[src/rtl/mux_scan_ctrl_if.sv]
// mux_scan_ctrl_if: bundle between the scan sequencer and its surroundings.
//   start, continuous, ch_en : sweep control
//   sel, mux_y               : select to / word from the 16:1 multiplexer
//   out_data, out_ch,
//   out_valid, out_ready     : captured-word valid/ready port
//   busy, done               : status
// master = the sequencer, slave = the environment (mux + downstream).
interface mux_scan_ctrl_if;
    logic        start;
    logic        continuous;
    logic [15:0] ch_en;
    logic [3:0]  sel;
    logic [0:15] mux_y;
    logic [0:15] out_data;
    logic [3:0]  out_ch;
    logic        out_valid;
    logic        out_ready;
    logic        busy;
    logic        done;

    modport master (
        input  start, continuous, ch_en, mux_y, out_ready,
        output sel, out_data, out_ch, out_valid, busy, done
    );

    modport slave (
        output start, continuous, ch_en, mux_y, out_ready,
        input  sel, out_data, out_ch, out_valid, busy, done
    );
endinterface

[src/rtl/mux_scan_ctrl.sv]
// mux_scan_ctrl: sweeps the enabled channels of a 16-channel multiplexer in
// ascending order, waits DWELL settle cycles per channel, captures the mux
// word plus its channel number and offers it on a valid/ready port.
// Single sweep or continuous repetition.
//   clk    : rising-edge clock
//   rst_n  : synchronous active-low reset
//   bus    : mux_scan_ctrl_if.master (control, mux select/data, output port,
//            busy/done status)
// Parameter DWELL: settle cycles per channel, 1..255.
module mux_scan_ctrl #(
    parameter int unsigned DWELL = 2
) (
    input logic             clk,
    input logic             rst_n,
    mux_scan_ctrl_if.master bus
);

    typedef enum logic [1:0] {
        IDLE,
        SEEK,
        SETTLE,
        HOLD
    } state_t;

    localparam logic [7:0] DWELL_CNT = 8'(DWELL);

    state_t      state_q;
    logic [7:0]  cnt_q;
    logic [3:0]  sel_q;
    logic [0:15] out_data_q;
    logic [3:0]  out_ch_q;
    logic        out_valid_q;
    logic        busy_q;
    logic        done_q;

    logic        last_ch;
    logic        sweep_end;

    assign last_ch = (sel_q == 4'hF);

    // Both ways a sweep can finish (disabled ch15 in SEEK, or the ch15
    // handshake in HOLD) are merged here so the wrap/restart logic exists once.
    assign sweep_end = last_ch &&
                       (((state_q == SEEK) && !bus.ch_en[sel_q]) ||
                        ((state_q == HOLD) && bus.out_ready));

    always_ff @(posedge clk) begin
        if (!rst_n) begin
            state_q     <= IDLE;
            cnt_q       <= '0;
            sel_q       <= '0;
            out_data_q  <= '0;
            out_ch_q    <= '0;
            out_valid_q <= 1'b0;
            busy_q      <= 1'b0;
            done_q      <= 1'b0;
        end else begin
            done_q <= 1'b0;

            case (state_q)
                IDLE: begin
                    if (bus.start) begin
                        sel_q <= '0;
                        if (bus.ch_en != '0) begin
                            state_q <= SEEK;
                            busy_q  <= 1'b1;
                        end else begin
                            // Nothing to scan: report an empty sweep at once.
                            done_q <= 1'b1;
                        end
                    end
                end

                SEEK: begin
                    if (bus.ch_en[sel_q]) begin
                        state_q <= SETTLE;
                        cnt_q   <= DWELL_CNT;
                    end else if (!last_ch) begin
                        sel_q <= sel_q + 4'd1;
                    end
                end

                SETTLE: begin
                    if (cnt_q == 8'd1) begin
                        out_data_q  <= bus.mux_y;
                        out_ch_q    <= sel_q;
                        out_valid_q <= 1'b1;
                        cnt_q       <= '0;
                        state_q     <= HOLD;
                    end else begin
                        cnt_q <= cnt_q - 8'd1;
                    end
                end

                HOLD: begin
                    if (bus.out_ready) begin
                        out_valid_q <= 1'b0;
                        if (!last_ch) begin
                            sel_q   <= sel_q + 4'd1;
                            state_q <= SEEK;
                        end
                    end
                end

                default: state_q <= IDLE;
            endcase

            // Later non-blocking writes override the per-state ones above.
            if (sweep_end) begin
                done_q  <= 1'b1;
                sel_q   <= '0;
                state_q <= bus.continuous ? SEEK : IDLE;
                busy_q  <= bus.continuous;
            end
        end
    end

    assign bus.sel       = sel_q;
    assign bus.out_data  = out_data_q;
    assign bus.out_ch    = out_ch_q;
    assign bus.out_valid = out_valid_q;
    assign bus.busy      = busy_q;
    assign bus.done      = done_q;

endmodule

[src/flat_wrapper.sv]
// flat-port wrapper written by rule: the top's interface ports become plain ports
module mux_scan_ctrl_flat 
#(
    parameter int unsigned DWELL = 2
)
  (clk, rst_n, bus_start, bus_continuous, bus_ch_en, bus_mux_y, bus_out_ready, bus_sel, bus_out_data, bus_out_ch, bus_out_valid, bus_busy, bus_done);
  mux_scan_ctrl_if bus_i ();
  input logic clk;
  input logic rst_n;
  input wire logic [$bits(bus_i.start)-1:0] bus_start;
  input wire logic [$bits(bus_i.continuous)-1:0] bus_continuous;
  input wire logic [$bits(bus_i.ch_en)-1:0] bus_ch_en;
  input wire logic [$bits(bus_i.mux_y)-1:0] bus_mux_y;
  input wire logic [$bits(bus_i.out_ready)-1:0] bus_out_ready;
  output wire logic [$bits(bus_i.sel)-1:0] bus_sel;
  output wire logic [$bits(bus_i.out_data)-1:0] bus_out_data;
  output wire logic [$bits(bus_i.out_ch)-1:0] bus_out_ch;
  output wire logic [$bits(bus_i.out_valid)-1:0] bus_out_valid;
  output wire logic [$bits(bus_i.busy)-1:0] bus_busy;
  output wire logic [$bits(bus_i.done)-1:0] bus_done;
  assign bus_i.start = bus_start;
  assign bus_i.continuous = bus_continuous;
  assign bus_i.ch_en = bus_ch_en;
  assign bus_i.mux_y = bus_mux_y;
  assign bus_i.out_ready = bus_out_ready;
  assign bus_sel = bus_i.sel;
  assign bus_out_data = bus_i.out_data;
  assign bus_out_ch = bus_i.out_ch;
  assign bus_out_valid = bus_i.out_valid;
  assign bus_busy = bus_i.busy;
  assign bus_done = bus_i.done;
  mux_scan_ctrl #(.DWELL(DWELL)) u_core (.clk(clk), .rst_n(rst_n), .bus(bus_i));
endmodule
[config.mk]
export PLATFORM = sky130hd
export DESIGN_NAME = mux_scan_ctrl_flat
export DESIGN_NICKNAME = d
export VERILOG_FILES = /design/src/rtl/mux_scan_ctrl_if.sv /design/src/rtl/mux_scan_ctrl.sv /design/src/flat_wrapper.sv
export SDC_FILE = /design/constraint.sdc
export NUM_CORES = 1
export LEC_CHECK = 0
export CAP_MARGIN = 20
export CORE_MARGIN = 3
export CORE_UTILIZATION = 49
export CTS_CLUSTER_DIAMETER = 120
export DETAILED_ROUTE_END_ITERATION = 10
export PLACE_DENSITY = 0.83
export SYNTH_ARGS = -nofsm -noshare
export SYNTH_HDL_FRONTEND = slang
export SYNTH_SLANG_ARGS = --single-unit
[constraint.sdc]
create_clock -name clk -period 4.7 [get_ports clk]
set_input_delay 0.94 -clock clk [delete_from_list [all_inputs] [get_ports clk]]
set_output_delay 0.94 -clock clk [all_outputs]
set_load 0.005 [all_outputs]
After elaboration in Yosys (flattened, before gate mapping)
Index checks and enable logic that the tools add are counted.

Memories kept: 0. Logic and storage cells: 78. Memory bits (read-only): 0. Bits in registers: 37. Bits of input ports: 37. RAM bits: 0. Output and inout port bits: 27. Latch bits: 0.

Add/subtract/negate cells: 2. Bitwise gates (word level): 1. Divide/modulo/power cells: 0. Magnitude comparators: 1. Reductions and logical operators: 20. Equal/unequal tests: 16. Shift-type cells: 0. Multiply operators: 0. Mux-type cells: 30.

Operators by type and width (count): $mux 4 (4); $mux 8 (2); $pmux 8 s2 (1); $reduce_bool 16->1 (1); $mux 2 (7); $mux 1 (12); $pmux 4 s3 (1); $reduce_bool 2->1 (5); $ne 3x2->1 const B (3); $eq 8x1->1 const B (1); $ne 2x2->1 const B (4); $pmux 2 s4 (1); $sub 8x1->8 const B (1); $ne 3x1->1 const B (2); $reduce_and 3->1 (2); $reduce_and 6->1 (1); $lt 4x5->1 const B (1); $add 4x1->4 const B (1); $bmux 1 s4 (1); $eq 2x2->1 const B (2); $eq 4x4->1 const B (1); $reduce_and 2->1 (2); $reduce_and 4->1 (1); $logic_and 1x1->1 (3); other kinds (10) (10).

Longest topological paths before layout
Gate-level depths: netlist (run 1).

Depth after elaboration: 8. Mapped depth: 8.

Worst setup path after synthesis (run 1)
OpenSTA, ideal clock, no wires.

Path kind: in2reg. From: input bus_ch_en[11]. To: register u_core.state_q[0]. Stages: 7. Arrival: 2.275 ns. Data required time: 4.572 ns. Path buffers: 1. Setup slack: 2.297 ns. Cell sequence: mux2_1 -> a222oi_1 -> a22o_1 -> buf_6 -> nand3_4 -> a211oi_1 -> a311oi_1.

Word-level cells in the longest chain between the ends: 8.

Ends and longest elaborated chain: start: declaration (RTL line flat_wrapper.sv:12) `input wire logic [$bits(bus_i.ch_en)-1:0] bus_ch_en;`; $bmux 1 s4 (RTL line mux_scan_ctrl.sv:44, mux_scan_ctrl.sv:75); $mux 1 (implied by the code) (RTL line mux_scan_ctrl.sv:44, mux_scan_ctrl.sv:75); $logic_not 1->1 (RTL line mux_scan_ctrl.sv:44) `(((state_q == SEEK) && !bus.ch_en[sel_q]) ||`; $logic_and 1x1->1 (RTL line mux_scan_ctrl.sv:44); $logic_or 1x1->1 (RTL line mux_scan_ctrl.sv:44); $logic_and 1x1->1 (RTL line mux_scan_ctrl.sv:43) `assign sweep_end = last_ch &&`; $ne 3x3->1 (no line) (tied with other cells); $reduce_and 6->1 (no line); end signal: assignment (RTL line mux_scan_ctrl.sv:112) `state_q <= bus.continuous ? SEEK : IDLE;`; end: declaration (RTL line mux_scan_ctrl.sv:27) `state_t state_q;`.

Parallel ways exist; a longest one is shown, timed or not. The select of a mux whose other input is x is not followed. A chain may end at the register's enable or synchronous reset.

Worst setup path after layout (run 1)
Ends and elaborated chain as after synthesis.

==> impl_metrics.ini, run 1 <==
[routing]
wl_per_cell_um = 13.8
drt_iter0_drc = 103
firstDrtPassIters = 4
vias_per_cell = 5.47
drc = 0
route.vias.total = 1876
wirelength_mm = 4.75
antenna_left = 0

[power]
powerDensity_nw_per_um2 = 412
p_leak_nw = 0.955
peakVddDrop_uv = 222

[synth]
synth_enable_flop_cells = 0
yosys.area_share.xor_xnor_pct = 3.17
yosysSeqAreaShare_pct = 38.3
synth_ff_type = dfxtp_1
yosysTopAreaCellShare_pct = 38.3
syn_area_um2 = 1940
yosys.area_share.simple_pct = 23.8
avgSynthCellArea_um2 = 8.13
synthTopCellsByArea = dfxtp_1 (38%), nand2_1 (9.9%), a21oi_1 (7.8%), ha_1 (4.5%), mux2_2 (3.5%)
synth.net_count = 282
synth_top_family_by_area = simple AND/OR/NAND/NOR gates
ys_ff_latch = 37
synth-async-reset-ratio_pct = 0
syn_inst = 238
ys_types = 40
synth-compound-area-share_pct = 20.1
synthMuxAreaShare_pct = 4.85
synth_top_area_cell = dfxtp_1
ys_warn_count = 0
synth_fa_ha_area_share_pct = 4.52

[final_layout]
register_area_um2 = 741
multiInputGateArea_um2 = 1090
final_core_utilization_pct = 71.8
syn_to_final_growth_pct = 38.8
diodes = 0
layout-drive-gt1-share_pct = 7.80
nets = 338
fin_area_um2 = 2690
nFillCells = 299

[placement]
dpl.hpwl_mm = 3.43
routabilityCongestion = 0.886
place_area_um2 = 2550
io_buffers = 63

[critical_path]
path_cells = clkdlybuf4s50_1 > mux2_1 > a222oi_1 > a22o_1 > nand3_4 > a211oi_1 > a311oi_1
startpoint_type = input pin
cp_num_buf_inv = 1
end_kind = flip-flop
required_ns = 4.85
critPathSlowestCell = clkdlybuf4s50_1
path_class = input pin to flip-flop
max_stage_delay_ns = 0.42
path_max_fanout = 9
cp.arrival_ns = 2.99
r2r-start = u_core.bus.sel[0]$_SDFFE_PP0P_
startpoint = bus_ch_en[11]
cp_top_family = compound AO/OA/AOI/OAI gates

[clocking]
cts_buffer_depth = 2
clkSlewWorstSetupHoldPaths_ns = 0.08
cts_resized = 0
post_cts_buffers = 0
h-tree-depth = 2
cts_tree = built
holdBufCountCts = 0
cts_root_buf = clkbuf_8
insertion_delay_ns = 0.30
cts.sinks = 37
cts_buffers = 5

[floorplan]
core-area_um2 = 3740
die_w_um = 68.9
ios = 64
die_y_um = 68.9
num_rows = 22
die-area_um2 = 4740
initial_core_util_pct = 51.7

[timing]
slew_headroom_pct = 49.9
fmaxAchievable_mhz = 353
slew_violations = 0
min_period_ns = 2.83
tns_ns = 0
rsz0062_at_grt = no
finalSetupViolations = 0
hold_viol_final = 0
worst_slew_pin_slew_ns = 0.751
fin_crit_sh_pct = 60.3
clock_skew_ns = 0.0100

[grt]
globalRouteOverflowTotal = 0
gr-usage-all-layers_pct = 21.0
grt_pass1_vias = 1650
grt_pass1_wl_mm = 7.45
grt_max_degree = 25
antenna_found_initial = 0

[min_path]
hp-class = flip-flop to flip-flop
hold_start = u_core.bus.out_data[8]$_SDFFE_PN0P_

[flow_run]
cap_viol_max_count = 0

[run_status]
status = finished clean
## worst min-delay path: stages, from the launching register on
cell and delay (ns):
dfxtp_1 0.31, nand2_1 0.05, a21oi_1 0.05
## layout make-up
cell class / instances / share of cell area, %
clock buffers: 5 / 2.56
clock inverters: 3 / 2.56
inverters: 7 / 0.978
multi-input cells: 180 / 40.6
flip-flops and latches: 37 / 27.6
well taps: 48 / 2.23
repair buffers: 63 / 23.5
## through the flow
| stage | std cells | hold WS, ns | worst slack, ns | power (W) |
|---|---|---|---|---|
| 4_1_cts | 343 | 0.456 | 1.90 | 0.00111 |
| 3_5_place_dp | 335 | 0.446 | 1.59 | 0.000771 |
| 2_1_floorplan | 238 | 0.453 | 2.30 | 0.000674 |
| 5_1_grt | 343 | 0.469 | 1.74 | 0.00117 |
| 3_3_place_gp | 335 | 0.442 | 1.63 | 0.000761 |
| 6_report | 343 | 0.454 | 1.87 | 0.00111 |
## placed cells by master (no fill, tap or decap), types with 2 or more instances in the layout
| cell type | n |
|---|---|
| nand4_1 | 3 |
| nor3_2 | 2 |
| a311oi_1 | 2 |
| nor4_1 | 8 |
| and2_1 | 4 |
| clkdlybuf4s50_1 | 63 |
| mux2_2 | 6 |
| nand3_1 | 4 |
| ha_1 | 7 |
| nor2_1 | 12 |
| bufinv_16 | 2 |
| a222oi_1 | 2 |
| a21oi_1 | 30 |
| or3_1 | 4 |
| xnor2_1 | 7 |
| nand2_1 | 51 |
| o21ai_0 | 6 |
| inv_1 | 7 |
| dfxtp_1 | 37 |
| clkbuf_8 | 5 |
| nor3_1 | 2 |
| a31oi_1 | 4 |
| a211oi_1 | 6 |
| nor2b_1 | 4 |
## sequential cells by signal, summed over array words and instances, names as in the netlist
register,cells
u_core.bus.out_data,16
u_core.cnt_q,8
u_core.state_q,2
u_core.bus.busy,1
u_core.bus.done,1
u_core.bus.sel,4
u_core.bus.out_valid,1
u_core.bus.out_ch,4
## power breakdown
| part | internal [W] | total (W) | switching [W] |
|---|---|---|---|
| Clock | 0.000214 | 0.000338 | 0.000124 |
| Combinational | 0.000179 | 0.000377 | 0.000198 |
| Sequential | 0.000350 | 0.000391 | 0.0000404 |
| Total | 0.000744 | 0.00111 | 0.000362 |
## layer usage
layer	track usage (%)	wire length [µm]	vias to the layer above
li1	-	-	948
met1	27.0	2150	851
met2	32.6	2070	66
met3	6.32	433	11
met4	8.52	92	0
met5	0	0	-
## cell families (layout without fill, tap and decap cells)
logic type      Yosys count  in the layout
compound gates           61             61
xor+xnor                  7              7
fa+ha+maj                 7              7
buf+inv                  21             78
flops                    37             37
mux                       8              8
simple gates             97             97
## cells in the mapped netlist (2+ instances only)
library cell  instances
nand2_1              51
dfxtp_1              37
a21oi_1              30
nor2_1               12
clkbuf_1             10
nor4_1                8
ha_1                  7
inv_1                 7
xnor2_1               7
a211oi_1              6
mux2_2                6
o21ai_0               6
a31oi_1               4
and2_1                4
nand3_1               4
nor2b_1               4
or3_1                 4
buf_6                 3
nand4_1               3
a222oi_1              2
a311oi_1              2
nor3_1                2
nor3_2                2
## path summary, 6_finish.rpt
| check | endpoint | slack, ns | cells after the start |
|---|---|---|---|
| worst max-delay path | u_core.state_q[0]$_SDFFE_PN0P_ | 1.87 | 7 |
| worst min-delay path | u_core.bus.out_data[8]$_SDFFE_PN0P_ | 0.45 | 2 |
| worst max register to register | u_core.state_q[0]$_SDFFE_PN0P_ | 2.30 | 6 |
| worst min register to register | u_core.bus.out_data[8]$_SDFFE_PN0P_ | 0.45 | 2 |
Note: power is estimated with default switching activity, not from simulation.
==> run 2: changes to the inputs <==
CORE_UTILIZATION = 46   (was 49)
PLACE_DENSITY = 0.78   (was 0.83)
clock period = 3 ns   (was 4.7 ns; I/O delays follow)
==> run 2 against run 1 <==
Against the previous run: sequential share of layout area increased by 0.23 points; cell count unchanged; clock power increased by 30%; register-to-register slack got worse by 1.8 ns; critical path depth unchanged; cell area decreased by 0.84%; total power increased by 48%; core utilization decreased by 2.6 points; worst hold slack improved by 0.0013 ns; sequential cell count unchanged; clock-buffer cell count unchanged; largest cell class unchanged; highest routed layer unchanged.
==> impl_metrics.ini, run 2 (same netlist as run 1, synthesis figures left out) <==
[routing]
vias_per_cell = 5.37
antenna_left = 0
firstDrtPassIters = 5
drc = 0
route.vias.total = 1843
wirelength_mm = 4.52
wl_per_cell_um = 13.2
drt_iter0_drc = 77

[min_path]
hp-class = flip-flop to flip-flop
hold_start = u_core.bus.out_ch[2]$_SDFFE_PN0P_

[critical_path]
cp_num_buf_inv = 1
path_class = input pin to flip-flop
path_cells = clkdlybuf4s50_1 > mux2_1 > a222oi_1 > a22o_1 > nand3_4 > a211oi_1 > a311oi_1
path_max_fanout = 9
startpoint_type = input pin
max_stage_delay_ns = 0.45
required_ns = 3.15
cp.arrival_ns = 2.69
r2r-start = u_core.bus.sel[0]$_SDFFE_PP0P_
cp_top_family = compound AO/OA/AOI/OAI gates
startpoint = bus_ch_en[11]
critPathSlowestCell = a22o_1
end_kind = flip-flop

[grt]
antenna_found_initial = 0
grt_pass1_vias = 1724
grt_pass1_wl_mm = 7.60
globalRouteOverflowTotal = 0
gr-usage-all-layers_pct = 18.4
grt_max_degree = 25

[timing]
tns_ns = 0
slew_headroom_pct = 49.7
clock_skew_ns = 0.00577
worst_slew_pin_slew_ns = 0.753
slew_violations = 0
hold_viol_final = 0
rsz0062_at_grt = no
fin_crit_sh_pct = 84.8
finalSetupViolations = 0
fmaxAchievable_mhz = 393
min_period_ns = 2.54
hold_ws_ns = 0.456

[final_layout]
nFillCells = 339
layout-drive-gt1-share_pct = 7.80
final_common_cell = clkdlybuf4s50_1
nets = 338
diodes = 0
mostFrequentLayoutCells = clkdlybuf4s50_1 (63), nand2_1 (51), dfxtp_1 (37)
syn_to_final_growth_pct = 37.7
largest_register_ffs = 16

[clocking]
cts_buffers = 5
post_cts_buffers = 0
cts_tree = built
h-tree-depth = 2
cts_buffer_depth = 2
cts.sinks = 37
holdBufCountCts = 0
insertion_delay_ns = 0.30
cts_root_buf = clkbuf_8
cts_resized = 0
clkSlewWorstSetupHoldPaths_ns = 0.08

[power]
pwr-share-clk_pct = 26.8
combPwrFrac_pct = 35.9
powerDensity_nw_per_um2 = 615
peakVddDrop_uv = 381
swShare_pct = 34.2
switchingPower_w = 0.000560
p_leak_nw = 0.941
pwr-share-seq_pct = 37.3
p_int_w = 0.00108

[floorplan]
die-area_um2 = 5020
ios = 64
die_w_um = 70.9
die_y_um = 70.9
num_rows = 22
core-area_um2 = 3850
initial_core_util_pct = 50.2

[run_status]
status = finished clean

[placement]
io_buffers = 63
dpl.hpwl_mm = 3.32
routabilityCongestion = 0.838

[flow_run]
cap_viol_max_count = 0
run 2: cell count changes in the layout (fill, tap and decap cells not counted), sizes merged:
cell	previous run	this run
clkinv	0	1
bufinv	2	1
inv	8	7
clkinvlp	0	1
run 2: per-layer routing:
metal	global-route usage, %	vias to the layer above	part of all wire, %
met2	30.0	52	45
li1	-	951	-
met1	24.2	835	47
met5	0	-	0
met4	6.26	0	0.64
met3	3.98	5	7.0
run 2: worst register-to-register path: cells and delay by family (launching register included):
family / cells / cell delay, ns
AOI/OAI and AO/OA: 4 / 1.18
DFF: 1 / 0.58
muxes: 1 / 0.40
and+or+nand+nor: 1 / 0.16
run 2: final timing paths:
path	cells past startpoint	to	slack [ns]
max reg2reg	6	u_core.state_q[0]$_SDFFE_PN0P_	0.54
max	7	u_core.state_q[0]$_SDFFE_PN0P_	0.46
min reg2reg	2	u_core.bus.out_ch[2]$_SDFFE_PN0P_	0.46
min	2	u_core.bus.out_ch[2]$_SDFFE_PN0P_	0.46
run 2: power groups by stage:
| stage | logic, W | clock network (W) | registers [W] |
|---|---|---|---|
| CTS | 0.000589 | 0.000447 | 0.000610 |
| detailed placement | 0.000587 | 0 | 0.000621 |
| global placement | 0.000575 | 0 | 0.000621 |
| floorplan | 0.000456 | 0 | 0.000599 |
| finish | 0.000588 | 0.000440 | 0.000610 |
| global route | 0.000667 | 0.000464 | 0.000620 |
run 2: final cells by class:
class	instances	area (µm²)	share of cell area [%]
Clock inverter	3	46.3	1.74
Clock buffer	5	68.8	2.58
Multi-Input combinational cell	180	1090	41.0
Inverter	7	26.3	0.986
Timing Repair Buffer	63	631	23.7
Tap cell	48	60.1	2.25
Sequential cell	37	741	27.8
run 2: metrics by stage:
step,instance area (µm²),setup slack (ns),utilization [%],power [W],std cells
floorplan,1940,0.937,-,0.00106,238
global placement,2550,0.230,66.2,0.00120,335
detailed placement,2550,0.156,66.2,0.00121,335
CTS,2670,0.468,69.2,0.00165,343
global route,2670,0.341,69.2,0.00175,343
finish,2670,0.456,69.2,0.00164,343
==> run 3: changes to the inputs <==
clock period = 2.5 ns   (was 3 ns; I/O delays follow)
==> run 3 against run 2 <==
Against the previous run: combinational power up 27%; cell area increased by 1.7%; via count is 2.2% higher; clock-buffer cell count is the same; routed wire length rose by 1.7%; sequential share of layout area decreased by 0.43 points; clock power grew 18%; cell count increased by 1.7%; setup slack got worse by 0.29 ns; core utilization increased by 1.2 points; critical endpoint unchanged.
==> impl_metrics.ini, run 3 (same netlist as run 1, synthesis figures left out) <==
[run_status]
status = finished clean

[power]
peakVddDrop_uv = 417
p_leak_nw = 0.972
powerDensity_nw_per_um2 = 738
total_power_w = 0.00200

[routing]
firstDrtPassIters = 6
route.vias.total = 1884
vias_per_cell = 5.40
drc = 0
antenna_left = 0
wirelength_mm = 4.60
wl_per_cell_um = 13.2
drt_iter0_drc = 93

[min_path]
hp-class = flip-flop to flip-flop
hold_path_end = u_core.bus.out_ch[0]$_SDFFE_PN0P_
whs_path_depth = 2
hold_start = u_core.bus.out_ch[0]$_SDFFE_PN0P_

[final_layout]
nets = 344
layout-drive-gt1-share_pct = 9.97
diodes = 0
fin_area_um2 = 2710
mostFrequentLayoutCells = clkdlybuf4s50_1 (63), nand2_1 (51), dfxtp_1 (36)
final_common_cell = clkdlybuf4s50_1
syn_to_final_growth_pct = 40.1
largest_register_ffs = 16

[critical_path]
max_stage_delay_ns = 0.48
startpoint_type = input pin
required_ns = 2.65
path_cells = clkdlybuf4s50_1 > mux2_1 > a222oi_1 > a22o_1 > buf_4 > nand3_4 > a211oi_1 > a311oi_1
rrSetupSlack_ns = 0.17
r2r-start = u_core.bus.sel[3]$_SDFFE_PP0P_
ff2ff_path_depth = 7
cp.arrival_ns = 2.48
path_class = input pin to flip-flop
critPathSlowestCell = a222oi_1
path_max_fanout = 7
r2r_end = u_core.state_q[0]$_SDFFE_PN0P_
end_kind = flip-flop

[floorplan]
die_w_um = 70.9
die_y_um = 70.9
initial_core_util_pct = 50.2
ios = 64
num_rows = 22
die-area_um2 = 5020
core-area_um2 = 3850

[timing]
hold_viol_final = 0
worst_slew_pin_slew_ns = 0.778
fmaxAchievable_mhz = 428
slew_headroom_pct = 48.0
finalSetupViolations = 0
clock_skew_ns = 0.00599
rsz0062_at_grt = no
min_period_ns = 2.33
slew_violations = 0
fin_crit_sh_pct = 93.4

[grt]
grt_pass1_wl_mm = 7.71
grt_pass1_vias = 1780
grt_max_degree = 25
antenna_found_initial = 0
gr-usage-all-layers_pct = 18.8
globalRouteOverflowTotal = 0

[placement]
io_buffers = 63
dpl.hpwl_mm = 3.42
routabilityCongestion = 0.825
place_area_um2 = 2590

[clocking]
cts_tree = built
clkSlewWorstSetupHoldPaths_ns = 0.08
cts.sinks = 37
h-tree-depth = 2
cts_buffer_depth = 2
insertion_delay_ns = 0.29
cts_root_buf = clkbuf_8
cts_buffers = 5

[flow_run]
cap_viol_max_count = 0
[run 3: cell count changes in the layout (fill, tap and decap cells not counted), sizes merged]
cell / previous run / this run
buf: 0 / 6
[run 3: how the worst max path moves through the flow]
stage,startpoint,cells past startpoint,slack [ns],end
5_1_grt,u_core.bus.sel[3]$_SDFFE_PP0P_,7,0.005,u_core.state_q[0]$_SDFFE_PN0P_
3_3_place_gp,bus_ch_en[11],8,-0.03,u_core.state_q[0]$_SDFFE_PN0P_
3_5_place_dp,bus_ch_en[11],8,-0.11,u_core.state_q[0]$_SDFFE_PN0P_
2_1_floorplan,u_core.bus.sel[0]$_SDFFE_PP0P_,8,0.51,u_core.state_q[0]$_SDFFE_PN0P_
6_report,bus_ch_en[11],8,0.17,u_core.state_q[0]$_SDFFE_PN0P_
4_1_cts,u_core.bus.sel[0]$_SDFFE_PP0P_,7,0.16,u_core.state_q[0]$_SDFFE_PN0P_
[run 3: routing by layer]
metal  up-vias  track usage [%]  routed length, µm
met1       873             23.9               2110
met3         4             4.26                237
li1        963                -                  -
met4         0             6.47                 47
met5         -                0                  0
met2        44             31.4               2200
[run 3: report_power, final]
| group | total, W | internal (W) | switching [W] |
|---|---|---|---|
| Clock | 0.000519 | 0.000298 | 0.000221 |
| Sequential | 0.000736 | 0.000661 | 0.0000751 |
| Combinational | 0.000745 | 0.000364 | 0.000381 |
[run 3: area by class of cell]
cell class	count	area, µm²
clock buffer	5	68.8
clock inverter	3	46.3
fill	345	1140
inverter	7	26.3
multi-input combinational	180	1090
sequential	37	742
tap	48	60.1
timing repair buffer	69	676
[run 3: worst max-delay path, delay by kind of cell]
kind / cells / cell delay, ns
buffers and inverters: 2 / 0.55
multiplexers: 1 / 0.29
AO/OA/AOI/OAI: 4 / 1.04
AND/OR/NAND/NOR: 1 / 0.10
[run 3: timing repair]
action	CTS	global route
hold buffers	0	0
setup buffers	0	0
endpoints found under the setup margin	0	6
endpoints found under the hold margin	0	0
gates resized for setup	0	1
[run 3: through the flow]
stage	setup TNS [ns]	setup slack, ns	util [%]	cells	hold slack [ns]
final	0	0.166	70.4	349	0.455
after global routing	0	0.00510	70.4	349	0.472
after CTS	0	0.161	70.3	349	0.457
after detailed placement	-0.671	-0.111	67.3	341	0.446
after global placement	-0.0587	-0.0333	67.3	341	0.441
after floorplan	0	0.508	-	238	0.453
==> RTL change (flow settings as in run 2) <==
Encoding of `state_t`: now one-hot (4 bits for 4 states).
--- a/src/rtl/mux_scan_ctrl.sv
+++ b/src/rtl/mux_scan_ctrl.sv
@@ -17,7 +17,7 @@
 
-    typedef enum logic [1:0] {
-        IDLE,
-        SEEK,
-        SETTLE,
-        HOLD
+    typedef enum logic [3:0] {
+        IDLE   = 4'b0001,
+        SEEK   = 4'b0010,
+        SETTLE = 4'b0100,
+        HOLD   = 4'b1000
     } state_t;
Check against the original RTL: same outputs for any inputs over 10 cycles, from zero or initial values and one cycle with rst_n low; not proved beyond that.
==> RTL change against run 2 <==
  * Sequential cell count is 2 higher
  * Setup slack better by 0.41 ns
  * Die area is 11% higher
  * Via count is 12% higher
  * Register-to-register slack better by 0.37 ns
  * Area after synthesis is 12% higher
  * First-iteration DRC count is 48% higher
  * Critical endpoint is now u_core.bus.sel[3]
  * Wire length is 22% higher
  * Final area is 9.9% higher
Power is not compared: it rests on default switching activity, and its combinational part moved more than twofold at a synthesized area within 25%.
==> RTL change: results (changes against run 2) <==
INFO  metric status = finished clean
INFO  metric ys_types = 53 (+33%)
INFO  metric timing.final.max_slew_violations = 0 (unchanged)
INFO  metric most_common_cell_in_the_synthesized_netlist = sky130_fd_sc_hd__dfxtp_1
INFO  metric fraction_of_final_layout_cells_sized_beyond_drive_strength_1 = 12.5% (+4.7 points)
INFO  metric yosysSeqAreaShare = 35.9% (-2.3 points)
INFO  metric path_class = input port to flop
INFO  metric fin_skew = 0.00528 ns (-0.000488 ns)
INFO  metric synthCells = 234 (-1.7%)
INFO  metric first_global_vias = 1952 (+13%)
INFO  metric dp_worst_setup_slack = 0.569 ns (+0.413 ns)
INFO  metric drt_first_pass_iters = 4 (-1)
INFO  metric synth_area_leaders = sky130_fd_sc_hd__dfxtp_1 (36%), sky130_fd_sc_hd__mux2i_1 (7.8%), sky130_fd_sc_hd__nor2_1 (5.5%), sky130_fd_sc_hd__a21oi_1 (3.0%), sky130_fd_sc_hd__nand2_1 (2.6%)
INFO  metric synth_compound_area_share = 23.2% (+3.1 points)
INFO  metric global_route_usage_over_all_layers = 19.7% (+1.2 points)
INFO  metric cts-buffers-inserted = 5 (unchanged)
INFO  metric routabilityCongestion = 0.903 (+7.7%)
INFO  metric cts-root-to-sink-buffers = 2 (unchanged)
INFO  metric drt_first_iter_violations = 114 (+48%)
INFO  metric synthXorXnorAreaFrac = 1.21% (-2.0 points)
INFO  metric synth.mux.area_fraction = 12.0% (+7.1 points)
INFO  metric finish.cell_count_without_fillers = 348 (+1.5%)
INFO  metric arrival = 2.30 ns (-0.39 ns)
INFO  metric dpl.hpwl = 4080 um (+23%)
INFO  metric grt_start_max_net_pins = 26 (+4.0%)
INFO  metric ff2ff_path_depth = 5 (-1)
INFO  metric worst_slew_pin_slew = 0.797 ns (+0.0437 ns)
INFO  metric postSynthNetCount = 274 (-2.8%)
INFO  metric dp.cells = 340 (+1.5%)
INFO  metric cts.root.buffer_cell = sky130_fd_sc_hd__clkbuf_8
INFO  metric largest_register_ff_count = 16 (unchanged)
INFO  metric drt_wl_total = 5500 um (+22%)
INFO  metric hold_path_class = flop to flop
INFO  metric worstPathMaxFanout = 6 (-3)
INFO  metric viasPerCell = 5.91 (+9.9%)
INFO  metric yosys.area_share.adder = 1.73% (-2.8 points)
INFO  metric number_of_warning_messages_in_the_yosys_log = 0 (unchanged)
INFO  metric diodes = 0 (unchanged)
INFO  metric antenna_found_initial = 0 (unchanged)
INFO  metric nFillCells = 368 (+8.6%)
INFO  metric synth_commonest_cells = sky130_fd_sc_hd__dfxtp_1 (39), sky130_fd_sc_hd__nor2_1 (32), sky130_fd_sc_hd__mux2i_1 (17)
INFO  metric ctsResizeCount = 0 (unchanged)
INFO  metric grt_first_pass_wirelength = 8590 um (+13%)
==> RTL change: cells by family after synthesis <==
logic type / count (synthesis)
AOI/OAI and AO/OA: 64
and+or+nand+nor: 85
adders and majority gates: 3
xor gates and xnor gates: 3
muxes: 23
DFF: 39
buffers and inverters: 17
==> RTL change: routing by layer <==
layer	GRT usage, %	vias to the layer above	routed length (um)
li1	-	999	-
met1	23.5	973	2420
met2	32.7	68	2610
met3	6.81	15	369
met4	7.31	0	109
met5	0	-	0
==> RTL change: metrics by stage <==
step | instance area, um2 | utilization [%] | total power (uW)
finish | 2930 | 65.9 | 1290
floorplan | 2170 | - | 755
global placement | 2810 | 63.2 | 841
global route | 2930 | 65.9 | 1340
detailed placement | 2810 | 63.2 | 847
CTS | 2930 | 65.9 | 1300
==> RTL change: final timing paths <==
kind / startpoint / end / slack [ns]
hold reg to reg: u_core.bus.out_valid / u_core.bus.out_valid / 0.47
setup reg to reg: u_core.bus.sel[0] / u_core.bus.sel[3] / 0.91
setup / recovery: bus_ch_en[11] / u_core.bus.sel[3] / 0.86
hold / removal: u_core.bus.out_valid / u_core.bus.out_valid / 0.47
==> RTL change: layout make-up <==
cell class	count	area (um2)	area share, %
flip-flops and latches	39	781	26.7
multi-input cells	178	1300	44.3
well taps	52	65.1	2.22
inverters	6	22.5	0.769
clock buffers	6	82.6	2.82
repair buffers	65	646	22.1
clock inverters	2	35.0	1.20
==> RTL change: worst max-delay path: stages <==
cell and delay [ns]:
sky130_fd_sc_hd__clkdlybuf4s50_1 0.43, sky130_fd_sc_hd__mux4_2 0.48, sky130_fd_sc_hd__o22ai_2 0.22, sky130_fd_sc_hd__o22ai_2 0.17, sky130_fd_sc_hd__o221ai_4 0.31, sky130_fd_sc_hd__a31oi_1 0.09
==> RTL change: power groups by stage <==
stage	clock [uW]	sequential, uW	combinational, uW
CTS	462	575	263
global route	476	580	289
detailed placement	0	588	260
floorplan	0	556	200
finish	450	577	263
global placement	0	586	256
